**config.mk**
```make
export PLATFORM = sky130hd
export DESIGN_NAME = alu_share_arbiter
export DESIGN_NICKNAME = d
export VERILOG_FILES = /design/src/rtl/alu_pkg.sv /design/src/rtl/alu_share_arbiter_rr_arbiter.sv /design/src/rtl/alu_share_arbiter.sv
export SDC_FILE = /design/constraint.sdc
export NUM_CORES = 1
export LEC_CHECK = 0
export BUFFER_PORTS_ARGS = -buffer_cell sky130_fd_sc_hd__buf_2
export CAP_MARGIN = 15
export CORE_AREA = 5 5 106 108
export DETAILED_ROUTE_END_ITERATION = 10
export DIE_AREA = 0 0 111 113
export GPL_TIMING_DRIVEN = 1
export PLACE_DENSITY = 0.67
export REMOVE_ABC_BUFFERS = 1
export SKIP_CTS_REPAIR_TIMING = 1
export SLEW_MARGIN = 10
export SYNTH_ARGS = -nofsm -noshare
export SYNTH_HDL_FRONTEND = slang
export SYNTH_SLANG_ARGS = --single-unit
export TNS_END_PERCENT = 50
```
**constraint.sdc**
```tcl
create_clock -name clk -period 4.6 [get_ports clk]
set_clock_uncertainty 0.05 [all_clocks]
set_input_delay 0.46 -clock clk [delete_from_list [all_inputs] [get_ports clk]]
set_output_delay 0.46 -clock clk [all_outputs]
set_load 0.02 [all_outputs]
```
**src/rtl/alu_pkg.sv**
```systemverilog
// Shared ALU definitions: operand width, opcode type and the opcodes
// that the arbiter and its neighbours refer to by name.
package alu_pkg;

    localparam int ALU_WIDTH = 32;

    typedef logic [3:0] alu_op_t;

    localparam alu_op_t ALU_AND = 4'b0000;
    localparam alu_op_t ALU_OR  = 4'b0001;
    localparam alu_op_t ALU_ADD = 4'b0010;
    // Undefined code: the ALU drives zero for it, so it doubles as an idle op.
    localparam alu_op_t ALU_NOP = 4'b1111;

endpackage

```
**src/rtl/alu_share_arbiter_rr_arbiter.sv**
```systemverilog
// Round-robin arbiter: one-hot grant from a rotating priority pointer,
// issued only while the downstream slot can accept.
module rr_arbiter #(
    parameter int N  = 2,
    parameter int IW = $clog2(N)
) (
    input  logic          clk,
    input  logic          rst,
    input  logic [N-1:0]  req,
    input  logic          en,
    output logic [N-1:0]  gnt,
    output logic [IW-1:0] gnt_idx,
    output logic          gnt_valid
);

    logic [IW-1:0] ptr_q;
    logic [IW-1:0] ptr_d;
    logic [IW:0]   search_sum;
    logic [IW-1:0] search_idx;

    // Scan from ptr upward with wraparound; first valid requester wins.
    always_comb begin
        gnt        = '0;
        gnt_idx    = '0;
        gnt_valid  = 1'b0;
        ptr_d      = ptr_q;
        search_sum = '0;
        search_idx = '0;
        if (en && !rst) begin
            for (int i = 0; i < N; i++) begin
                search_sum = {1'b0, ptr_q} + (IW + 1)'(i);
                if (search_sum >= (IW + 1)'(N)) begin
                    search_sum = search_sum - (IW + 1)'(N);
                end
                search_idx = search_sum[IW-1:0];
                if (!gnt_valid && req[search_idx]) begin
                    gnt_valid = 1'b1;
                    gnt_idx   = search_idx;
                end
            end
            if (gnt_valid) begin
                gnt[gnt_idx] = 1'b1;
                ptr_d        = (gnt_idx == IW'(N - 1)) ? '0 : gnt_idx + IW'(1);
            end
        end
    end

    always_ff @(posedge clk or posedge rst) begin
        if (rst) begin
            ptr_q <= '0;
        end else begin
            ptr_q <= ptr_d;
        end
    end

endmodule

```
**src/rtl/alu_share_arbiter.sv**
```systemverilog
// Shares one combinational ALU between N_REQ requesters: round-robin
// grant, operand mux into the ALU, and a single registered response slot.
module alu_share_arbiter
    import alu_pkg::*;
#(
    parameter int N_REQ = 2,
    parameter int WIDTH = ALU_WIDTH
) (
    input  logic                            clk,
    input  logic                            rst,
    input  logic [N_REQ-1:0]                req_valid,
    output logic [N_REQ-1:0]                req_ready,
    input  logic [N_REQ-1:0][WIDTH-1:0]     req_a,
    input  logic [N_REQ-1:0][WIDTH-1:0]     req_b,
    input  logic [N_REQ-1:0][3:0]           req_sel,
    output logic [WIDTH-1:0]                alu_a,
    output logic [WIDTH-1:0]                alu_b,
    output logic [3:0]                      alu_sel,
    input  logic [WIDTH-1:0]                alu_out,
    input  logic                            alu_cout,
    input  logic                            alu_z,
    output logic                            rsp_valid,
    input  logic                            rsp_ready,
    output logic [$clog2(N_REQ)-1:0]        rsp_id,
    output logic [WIDTH-1:0]                rsp_data,
    output logic                            rsp_cout,
    output logic                            rsp_z
);

    localparam int IW = $clog2(N_REQ);

    logic          slot_free;
    logic [IW-1:0] gnt_idx;
    logic          gnt_valid;

    logic             rsp_valid_q, rsp_valid_d;
    logic [IW-1:0]    rsp_id_q,    rsp_id_d;
    logic [WIDTH-1:0] rsp_data_q,  rsp_data_d;
    logic             rsp_cout_q,  rsp_cout_d;
    logic             rsp_z_q,     rsp_z_d;

    // A drain at this edge frees the slot, so a new grant can land without a bubble.
    assign slot_free = !rsp_valid_q || rsp_ready;

    rr_arbiter #(
        .N  (N_REQ),
        .IW (IW)
    ) u_rr_arbiter (
        .clk       (clk),
        .rst       (rst),
        .req       (req_valid),
        .en        (slot_free),
        .gnt       (req_ready),
        .gnt_idx   (gnt_idx),
        .gnt_valid (gnt_valid)
    );

    always_comb begin
        alu_a   = '0;
        alu_b   = '0;
        alu_sel = ALU_NOP;
        if (gnt_valid) begin
            alu_a   = req_a[gnt_idx];
            alu_b   = req_b[gnt_idx];
            alu_sel = req_sel[gnt_idx];
        end
    end

    always_comb begin
        rsp_valid_d = rsp_valid_q;
        rsp_id_d    = rsp_id_q;
        rsp_data_d  = rsp_data_q;
        rsp_cout_d  = rsp_cout_q;
        rsp_z_d     = rsp_z_q;
        if (gnt_valid) begin
            rsp_valid_d = 1'b1;
            rsp_id_d    = gnt_idx;
            rsp_data_d  = alu_out;
            rsp_cout_d  = alu_cout;
            rsp_z_d     = alu_z;
        end else if (rsp_ready) begin
            rsp_valid_d = 1'b0;
        end
    end

    always_ff @(posedge clk or posedge rst) begin
        if (rst) begin
            rsp_valid_q <= 1'b0;
            rsp_id_q    <= '0;
            rsp_data_q  <= '0;
            rsp_cout_q  <= 1'b0;
            rsp_z_q     <= 1'b0;
        end else begin
            rsp_valid_q <= rsp_valid_d;
            rsp_id_q    <= rsp_id_d;
            rsp_data_q  <= rsp_data_d;
            rsp_cout_q  <= rsp_cout_d;
            rsp_z_q     <= rsp_z_d;
        end
    end

    assign rsp_valid = rsp_valid_q;
    assign rsp_id    = rsp_id_q;
    assign rsp_data  = rsp_data_q;
    assign rsp_cout  = rsp_cout_q;
    assign rsp_z     = rsp_z_q;

endmodule
```
; Word-level counts from Yosys, hierarchy flattened
; Cells that the tools add are included.
[op_classes]
addsub = 4
magnitude_cmp = 7
muxes = 33
n_reduce_logical = 9
[op_table]
columns = operator, count
row1 = $mux 32, 6
row2 = $mux 1, 21
row3 = $mux 4, 3
row4 = $lt 1x2->1 const B, 4
row5 = $mux 2, 2
row6 = $logic_and 1x1->1, 3
row7 = $logic_not 1->1, 3
row8 = $add 1x1->2 const B, 1
row9 = $ge 1x2->1 const B, 1
row10 = $ge 2x2->1 const B, 1
row11 = $reduce_and 2->1, 1
row12 = $reduce_bool 2->1, 1
row13 = $sub 1x1->1 const B, 2
row14 = $add 1x1->1 const B, 1
row15 = $demux 1 s1, 1
row16 = $ge 1x1->1 const B, 1
row17 = $logic_or 1x1->1, 1
[word_totals]
ff_bits = 37
input_bits = 175
output_inout_bits = 106

; Longest topological paths before layout
; Gate-level depths: netlist of run 1.
[depth]
word_depth = 18
depth_mapped = 7

; Modules after synthesis
; A second synthesis of run 1 with hierarchy kept.
[unflattened]
hier_cells = 240
hier_area_um2 = 2646.3
[by_module_without_submodules]
columns = module, instances, cells_each, area_each_um2, seq_area_each_um2
row1 = alu_share_arbiter, 1, 230, 2553.7, 900.9
row2 = rr_arbiter, 1, 10, 92.6, 25.0

; Least setup slack after synthesis of run 1
; No wires, ideal clock.
[synth_path]
path_type = in2out
startpoint = input req_valid[1]
endpoint = output alu_a[0]
arrival_time_ns = 1.832
t_required_ns = 4.090
path_slack_ns = 2.258
stages = 6
path_buffers = 3
cell_sequence = buf_2 -> nor2_1 -> or3_1 -> buf_2 -> buf_2 -> a211oi_1
[synth_via]
elab_chain_cells = 12
[synth_lines]
columns = element, line
row1 = "start, declared", alu_share_arbiter.sv:11  ; input logic [N_REQ-1:0] req_valid,
row2 = $mux 1 (not written as such) (2 in a row), alu_share_arbiter_rr_arbiter.sv:36  ; if (!gnt_valid && req[search_idx]) begin
row3 = $mux 1, alu_share_arbiter_rr_arbiter.sv:36
row4 = $mux 1, alu_share_arbiter_rr_arbiter.sv:29  ; if (en && !rst) begin
row5 = $logic_not 1->1, alu_share_arbiter_rr_arbiter.sv:36
row6 = $logic_and 1x1->1, alu_share_arbiter_rr_arbiter.sv:36
row7 = $mux 1, alu_share_arbiter_rr_arbiter.sv:36
row8 = $mux 1 (2 in a row), alu_share_arbiter_rr_arbiter.sv:29
row9 = $mux 32 (not written as such) (2 in a row), alu_share_arbiter.sv:63  ; alu_a = req_a[gnt_idx];
row10 = $mux 32 *, alu_share_arbiter.sv:62  ; if (gnt_valid) begin
row11 = "end, declared", alu_share_arbiter.sv:16  ; output logic [WIDTH-1:0] alu_a,
; Every way passes the cells marked *; elsewhere a longest branch is shown, timed or not. The select of a mux whose other input is x is not followed.

; Final worst setup path of run 1
[layout_path]
startpoint = register u_rr_arbiter.ptr_q
endpoint = output alu_a[18]
[layout_via]
elab_chain_cells = 15
[layout_lines]
columns = element, line
row1 = "start, declared", alu_share_arbiter_rr_arbiter.sv:16  ; logic [IW-1:0] ptr_q;
row2 = "start signal, assigned", alu_share_arbiter_rr_arbiter.sv:52  ; ptr_q <= ptr_d;
row3 = $ge 1x2->1 or $sub 1x1->1 (tied branches), "alu_share_arbiter_rr_arbiter.sv:32, alu_share_arbiter_rr_arbiter.sv:33"
row4 = $mux 1, alu_share_arbiter_rr_arbiter.sv:32  ; if (search_sum >= (IW + 1)'(N)) begin
row5 = $mux 1, alu_share_arbiter_rr_arbiter.sv:29
row6 = $mux 1 (not written as such) (2 in a row), alu_share_arbiter_rr_arbiter.sv:36
row7 = $mux 1, alu_share_arbiter_rr_arbiter.sv:36
row8 = $mux 1, alu_share_arbiter_rr_arbiter.sv:29
row9 = $logic_not 1->1, alu_share_arbiter_rr_arbiter.sv:36
row10 = $logic_and 1x1->1, alu_share_arbiter_rr_arbiter.sv:36
row11 = $mux 1, alu_share_arbiter_rr_arbiter.sv:36
row12 = $mux 1 (2 in a row), alu_share_arbiter_rr_arbiter.sv:29
row13 = $mux 32 (not written as such) (2 in a row), alu_share_arbiter.sv:63
row14 = $mux 32 *, alu_share_arbiter.sv:62
; Marks and branches as above.

==> reports/metrics.cfg, run 1 <==
[sta]
timing.final.ws_setup_ns=1.459
finalSetupViolCount=0
hold_viol=0
slew_headroom_pct=34.90
rsz0062_at_grt=false
final.setup.tns_ns=0
period_share_pct=68.29
fmax_ghz=0.3184
period_minus_slack_ns=3.141
hold-worst-slack_ns=0.2273
max_slew.worst_pin.slew_ns=0.9765
drv_slew=0

[clock_network]
cts_tree=built
cts_sinks=37
clk_pin_slew_ns=0.07
clock_path_buffers=2
htreeDepth=2
root_buffer=clkbuf_8
cts_buffers=5
clk-insertion-delay-late_ns=0.28

[yosys]
yosysTopAreaCell=dfrtp_1
synth_top_area_share_pct=32.82
synth-seq-cells=37
synthCells=318
syn_area_per_cell_sq_um=8.873
ys_warn_count=0
ys_seq_area_share_pct=32.82
synthDistinctLibCells=18
synthTopCellsByArea=dfrtp_1 33%, mux2_2 14%, a211oi_2 12%
syn_area_sq_mm=0.002821

[floorplan]
die_w_um=111
num_io_pins=281
initial_core_util_pct=27.83
dieHeight_um=113
rows=37
core_region_area_sq_mm=0.01014
dieArea_sq_mm=0.01254

[finish]
synthToLayoutAreaGrowth_pct=54.32
nNetsFinal=750
diodes=0
drive_above_1_share_pct=62.50
final_common_cell=buf_2
layout_common_cells=280 x buf_2, 65 x inv_1, 64 x a21oi_1
utilization_pct=42.95

[drt]
via_per_inst=4.747
routed_wl_mm=10.66
drt_pre_antenna_iters=4
vias=3380
postRouteAntennaNets=0
drc=0
wire_per_inst_um=14.96
drt-initial-drc-count=269

[global_routing]
antenna_found_initial=0
first_global_vias=3489
grt_first_pass_wirelength_mm=16.94
grt_max_degree=80
gr-total-overflow=0
grt.total_usage_pct=15.86

[job]
cap_violations=0

[pwr]
power_density_mw_per_mm2=285.1
p_leak_nw=2.420
peakVddDrop_mv=0.2671

[setup_path]
end_kind=primary output
arrival_ns=2.63
crit_fanout=70
crit_required_ns=4.09
worstSetupStartpointType=register
worstSetupPathType=register to primary output

[placed_design]
dpl_worst_slack_ns=1.522
portBuffers=280
place_hpwl_mm=8.409
place.gp.congestion=0.9139

[run_status]
status=completed

[hold_path]
worstHoldPathType=primary input to asynchronous set/reset pin

-- metal layers --
metal / vias to the layer above / global-route usage, % / wire length (um)
li1: 1620 / - / -
met1: 1556 / 17.27 / 3927
met2: 194 / 28.28 / 5298
met3: 10 / 6.898 / 1303
met4: 0 / 4.269 / 126
met5: - / 0 / 0
-- flip-flops by register name (all words and copies together) (netlist names) --
signal and cells:
rsp_cout 1, rsp_data 32, rsp_id 1, rsp_valid 1, rsp_z 1, u_rr_arbiter.ptr_q 1
-- cell families (layout without fill, tap and decap cells) --
logic type             after synthesis  after routing  share of synthesized area [%]
buffers and inverters              100            358                          15.70
muxes                               36             36                          14.37
AOI/OAI and AO/OA                  132            132                          34.59
DFF                                 37             37                          32.82
and+or+nand+nor                     13             13                          2.528
-- worst max-delay path, stage by stage, from the launching register on --
cell	delay, ns
dfrtp_1	0.34
nand2b_2	0.10
buf_4	0.53
and2_2	0.71
buf_12	0.31
a211oi_2	0.10
buf_2	0.21
-- per-stage QoR --
| step | std cells | area, sq um | total power [mW] |
|---|---|---|---|
| floorplan | 283 | 2623 | 0.7626 |
| global placement | 704 | 4253 | 0.9922 |
| detailed placement | 704 | 4253 | 1.007 |
| CTS | 712 | 4354 | 1.257 |
| global route | 712 | 4354 | 1.321 |
| finish | 712 | 4354 | 1.242 |
-- area by class of cell --
type                       count  area [sq um]
fill                        1004          5784
clock buffer                   7         96.34
inverter                      65         244.0
multi-input combinational    181          1461
sequential                    37         925.9
clock inverter                 1         5.005
timing repair buffer         285          1451
tap                          136         170.2
-- worst paths after layout --
path                               startpoint           end  slack, ns  cells past startpoint
max reg2reg                u_rr_arbiter.ptr_q        rsp_id       2.50                      4
min reg2reg                      rsp_data[18]  rsp_data[18]       0.45                      1
max                        u_rr_arbiter.ptr_q     alu_a[18]       1.46                      6
min                                       rst         rsp_z       0.23                      3
min in group clk                     alu_cout      rsp_cout       0.36                      2
max in group asynchronous                 rst      rsp_cout       3.94                      3
-- cell usage after synthesis (all sizes together) --
cell	number
inv	65
a211oi	64
a21oi	64
dfrtp	37
mux2	36
buf	20
clkbuf	15
a211o	4
and3	4
nor2	3
nand2b	2
and2	1
nand2	1
nor2b	1
or3	1
-- power by group --
| part | internal [mW] | switching (mW) |
|---|---|---|
| registers | 0.385 | 0.0304 |
| logic | 0.230 | 0.350 |
| clock network | 0.135 | 0.111 |
| total | 0.750 | 0.491 |
(Power assumes the default switching activity.)
==> run 2, diff against run 1 <==
--- a/config.mk
+++ b/config.mk
@@ -5,6 +5,7 @@
 export SDC_FILE = /design/constraint.sdc
 export NUM_CORES = 1
 export LEC_CHECK = 0
+export ABC_AREA = 1
 export BUFFER_PORTS_ARGS = -buffer_cell sky130_fd_sc_hd__buf_2
 export CAP_MARGIN = 15
 export CORE_AREA = 5 5 106 108
==> constraint.sdc (replaced) <==
create_clock -name clk -period 3.2 [get_ports clk]
set_clock_uncertainty 0.05 [all_clocks]
set_input_delay 0.32 -clock clk [delete_from_list [all_inputs] [get_ports clk]]
set_output_delay 0.32 -clock clk [all_outputs]
set_load 0.02 [all_outputs]
==> run 2 against run 1 <==
Global-route usage rose by 1.1 points; die area did not move; hold slack got worse by 0.097 ns; worst setup slack got worse by 0.68 ns; clock power rose by 26%; non-clock buffer count rose by 5; first-iteration DRC count rose by 11%; highest routed layer is now met5; register-to-register slack got worse by 1.1 ns; combinational power rose by 32%.
==> reports/metrics.cfg, run 2 <==
[floorplan]
core_region_area_sq_mm=0.01014
dieArea_sq_mm=0.01254
dieHeight_um=113
rows=37
die_w_um=111
num_io_pins=281
initial_core_util_pct=27.63

[yosys]
synthDistinctLibCells=14
synth_edf_count=0
synth_commonest_cells=246 x nand2_1, 129 x nor2_1, 69 x inv_1
synthMostInstantiatedCell=nand2_1
syn_area_sq_mm=0.002801
syn_area_per_cell_sq_um=5.387
yosysTopAreaCell=dfrtp_1
synthArstFlopShare_pct=100.0
synth_top_area_share_pct=33.05
ys_seq_area_share_pct=33.05
synthTopCellsByArea=dfrtp_1 33%, nand2_1 33%, nor2_1 17%
synthFlopType=dfrtp_1
synth-seq-cells=37
ys_warn_count=0
synthCells=520

[setup_path]
crit_fanout=26
worstSetupPathType=register to primary output
arrival_ns=2.05
worstSetupStartpointType=register
rrSetupSlack_ns=1.43
end_kind=primary output
crit_required_ns=2.83

[finish]
fin_cells=927
drive_above_1_share_pct=38.43
layout_common_cells=280 x buf_2, 245 x nand2_1, 129 x nor2_1
largest_reg_flops=32
final_common_cell=buf_2
nNetsFinal=965
synthToLayoutAreaGrowth_pct=57.57
diodes=0

[global_routing]
grt_max_degree=42
grt.total_usage_pct=16.95
grt_first_pass_wirelength_mm=17.79
antenna_found_initial=1
first_global_vias=3801
gr-total-overflow=0

[hold_path]
worstHoldPathType=primary input to asynchronous set/reset pin

[pwr]
total_power_mw=1.667
p_leak_nw=3.034
power_density_mw_per_mm2=377.5
peakVddDrop_mv=0.3864

[sta]
slew_headroom_pct=69.84
period_share_pct=75.78
finalSetupViolCount=0
timing.final.ws_setup_ns=0.7752
hold_viol=0
fmax_ghz=0.4124
rsz0062_at_grt=false
drv_slew=0
hold-worst-slack_ns=0.1299
max_slew.worst_pin.slew_ns=0.4524
period_minus_slack_ns=2.425

[drt]
via_per_inst=4.090
postRouteAntennaNets=0
drt_pre_antenna_iters=4
drc=0
routed_wl_mm=11.23
wire_per_inst_um=12.12
drt-initial-drc-count=298
vias=3791

[clock_network]
cts_sinks=37
htreeDepth=2
root_buffer=clkbuf_8
clk-insertion-delay-late_ns=0.28
cts_buffers=5
cts_tree=built
clk_pin_slew_ns=0.07
clock_path_buffers=2

[run_status]
status=completed

[placed_design]
portBuffers=280
place.gp.congestion=0.8666
dpl_worst_slack_ns=0.9773
place_hpwl_mm=9.006
dp_cells=919

[job]
cap_violations=0

run 2: cell types whose count changed after synthesis, moves of 3 or more:
cell      previous run  this run
a21oi_1             64         5
nand2_1              1       246
a211oi_2            28         0
and3_1               4         0
mux2_2              36         0
nor2_1               3       129
a211o_1              4         0
clkbuf_1            15        10
a211oi_1            36         0
inv_1               65        69
buf_6                7         0
buf_4                0         3
run 2: path summary, 6_finish.rpt:
check	startpoint	endpoint	cells past startpoint
worst min register to register	rsp_id	rsp_id	2
worst max-delay path	u_rr_arbiter.ptr_q	alu_b[10]	7
worst min-delay path	rst	rsp_data[22]	3
worst max register to register	rsp_valid	rsp_data[31]	7
max in group asynchronous	rst	rsp_data[25]	3
min in group clk	alu_out[26]	rsp_data[26]	3
run 2: logic make-up (layout without fill, tap and decap cells):
logic type	after synthesis	after routing	share of synthesized area, %
buffers and inverters	98	369	14.16
DFF	37	37	33.05
and+or+nand+nor	377	377	50.83
AOI/OAI and AO/OA	8	8	1.965
run 2: final cells by class:
cell class	count	area (sq um)
multi-input combinational	385	1489
sequential	37	925.9
inverter	71	266.5
timing repair buffer	290	1476
tap	136	170.2
fill	1130	5724
clock buffer	5	68.82
clock inverter	3	17.52
run 2: report_power, final:
| part | switching [mW] | leakage, nW | internal [mW] |
|---|---|---|---|
| Combinational | 0.488 | 2.53 | 0.278 |
| Sequential | 0.0455 | 0.456 | 0.544 |
| Clock | 0.161 | 0.0439 | 0.150 |
| Total | 0.695 | 3.03 | 0.972 |
run 2: per-stage QoR:
| stage | instance area (sq um) | utilization [%] | TNS [ns] |
|---|---|---|---|
| global placement | 4328 | 42.69 | 0 |
| detailed placement | 4328 | 42.69 | 0 |
| CTS | 4414 | 43.54 | 0 |
| floorplan | 2671 | - | -3.404 |
| global route | 4414 | 43.54 | 0 |
| finish | 4414 | 43.54 | 0 |
run 2: layer usage:
layer	track usage [%]	up-vias	wire (um)
met2	29.98	179	5372
met5	0	-	20
met4	3.530	2	91
met1	20.20	1591	4624
li1	-	2010	-
met3	5.508	9	1123
run 2: worst max-delay path, cell delays in order (launching register included):
cell and delay [ns]:
dfrtp_1 0.41, inv_1 0.09, a21oi_4 0.26, nand2_2 0.31
buf_4 0.34, nor2_1 0.13, nor2_1 0.04, buf_2 0.15
==> run 3, diff against run 2 <==
--- a/config.mk
+++ b/config.mk
@@ -8,11 +8,11 @@
 export ABC_AREA = 1
 export BUFFER_PORTS_ARGS = -buffer_cell sky130_fd_sc_hd__buf_2
 export CAP_MARGIN = 15
-export CORE_AREA = 5 5 106 108
+export CORE_AREA = 5 5 107 109
 export DETAILED_ROUTE_END_ITERATION = 10
-export DIE_AREA = 0 0 111 113
+export DIE_AREA = 0 0 112 114
 export GPL_TIMING_DRIVEN = 1
-export PLACE_DENSITY = 0.67
+export PLACE_DENSITY = 0.68
 export REMOVE_ABC_BUFFERS = 1
 export SKIP_CTS_REPAIR_TIMING = 1
 export SLEW_MARGIN = 10
==> constraint.sdc (replaced) <==
create_clock -name clk -period 2.1 [get_ports clk]
set_clock_uncertainty 0.05 [all_clocks]
set_input_delay 0.21 -clock clk [delete_from_list [all_inputs] [get_ports clk]]
set_output_delay 0.21 -clock clk [all_outputs]
set_load 0.02 [all_outputs]
==> run 3 against run 2 <==
Sequential power is 52% higher; largest cell class is now buffers; highest routed layer is now met4; register-to-register slack worse by 0.89 ns; worst setup slack lost 0.67 ns; critical path depth unchanged; design area is 1.2% higher; combinational power rose by 54%; wire length increased by 0.42%; clock power increased by 54%; core utilization down 1.0 points; global-route usage decreased by 0.75 points; largest power group unchanged; power rose by 53%.
==> reports/metrics.cfg, run 3 (same netlist as run 2, synthesis figures left out) <==
[global_routing]
first_global_vias=3520
grt_first_pass_wirelength_mm=17.16
gr-total-overflow=0
grt_max_degree=63
grt.total_usage_pct=16.20
antenna_found_initial=2

[sta]
hold_viol=0
rsz0062_at_grt=false
period_share_pct=95.00
final.setup.tns_ns=0
fmax_ghz=0.5012
finalSetupViolCount=0
timing.final.ws_setup_ns=0.1050
drv_slew=0
period_minus_slack_ns=1.995
max_slew.worst_pin.slew_ns=0.4646
slew_headroom_pct=69.03

[finish]
drive_above_1_share_pct=38.35
synthToLayoutAreaGrowth_pct=59.40
final_common_cell=buf_2
nNetsFinal=964
layout_common_cells=280 x buf_2, 245 x nand2_1, 128 x nor2_1
largest_reg_flops=32
utilization_pct=42.50

[floorplan]
core_region_area_sq_mm=0.01051
initial_core_util_pct=26.66
dieArea_sq_mm=0.01277
dieHeight_um=114
num_io_pins=281
die_w_um=112
rows=38

[drt]
wl_met3_mm=1.145
vias=3760
routed_wl_mm=11.28
wire_per_inst_um=12.10
drt_pre_antenna_iters=4
wl_met2_mm=5.182
drc=0
wirelength_met1_mm=4.724
postRouteAntennaNets=0
via_per_inst=4.034
top_layer=met4
drt-initial-drc-count=232

[placed_design]
dpl_worst_slack_ns=0.3209
place.gp.congestion=0.8873
place_hpwl_mm=8.921
portBuffers=280

[pwr]
power_density_mw_per_mm2=572.1
peakVddDrop_mv=0.4841
p_leak_nw=3.049

[clock_network]
clock_path_buffers=2
cts_sinks=37
cts_buffers=5
root_buffer=clkbuf_8
clk-insertion-delay-late_ns=0.28
cts_tree=built
htreeDepth=2
clk_pin_slew_ns=0.08

[run_status]
status=completed

[setup_path]
r2r_cells=7
worstSetupPathType=register to primary output
rrSetupSlack_ns=0.54
arrival_ns=1.74
crit_required_ns=1.84
worstSetupStartpointType=register
crit_fanout=60
crit-reg2reg-launch=rsp_valid
timing.rr.end=rsp_data[27]
end_kind=primary output

[job]
cap_violations=0

[hold_path]
worstHoldPathType=primary input to asynchronous set/reset pin

-- run 3: cell types whose count changed in the layout (fill, tap and decap cells not counted) --
| cell | delta |
|---|---|
| buf_4 | -5 |
| buf_12 | +4 |
| diode_2 | +2 |
| clkbuf_1 | +1 |
| clkinvlp_4 | -1 |
| nor2_1 | -1 |
| nor2_2 | +1 |
-- run 3: through the flow --
step	power [mW]	area (sq um)	hold WS [ns]	std cells
final	2.555	4466	0.03332	932
after detailed placement	2.094	4363	0.3594	922
after floorplan	1.579	2671	0.2696	493
after CTS	2.591	4446	0.04333	930
after global placement	2.089	4363	0.3530	922
after global routing	2.752	4463	0.05960	931
-- run 3: critical path: stages, from the launching register on --
cell and delay [ns]:
dfrtp_1 0.42, inv_1 0.09, a21oi_4 0.22, nand2_2 0.11, buf_12 0.20, nor2_1 0.18, nor2_1 0.05, buf_2 0.15
-- run 3: area by class of cell --
type / count / area (sq um)
inverters: 71 / 266.5
repair buffers: 289 / 1519
well taps: 140 / 175.2
flip-flops and latches: 37 / 925.9
diodes: 2 / 5.005
clock buffers: 6 / 72.57
clock inverters: 2 / 10.01
fillers: 1172 / 6042
multi-input cells: 385 / 1491
-- run 3: metal layers --
layer  GRT usage, %  up-vias
met1          20.60     1545
met3          4.828       16
li1               -     2014
met2          26.78      185
met5              0        -
met4          4.728        0
-- run 3: power by group --
group	internal [mW]	leakage (nW)	switching, mW
Combinational	0.439	2.55	0.743
Sequential	0.828	0.456	0.0663
Clock	0.230	0.0450	0.248
Total	1.50	3.05	1.06
-- run 3: worst max path at each step --
stage,startpoint,to,slack [ns]
finish,u_rr_arbiter.ptr_q,alu_a[4],0.10
global route,u_rr_arbiter.ptr_q,alu_b[7],0.005
CTS,rsp_valid,alu_a[3],-0.02
detailed placement,rsp_valid,alu_a[3],0.32
global placement,u_rr_arbiter.ptr_q,alu_b[19],0.34
floorplan,rst,alu_a[0],-0.93
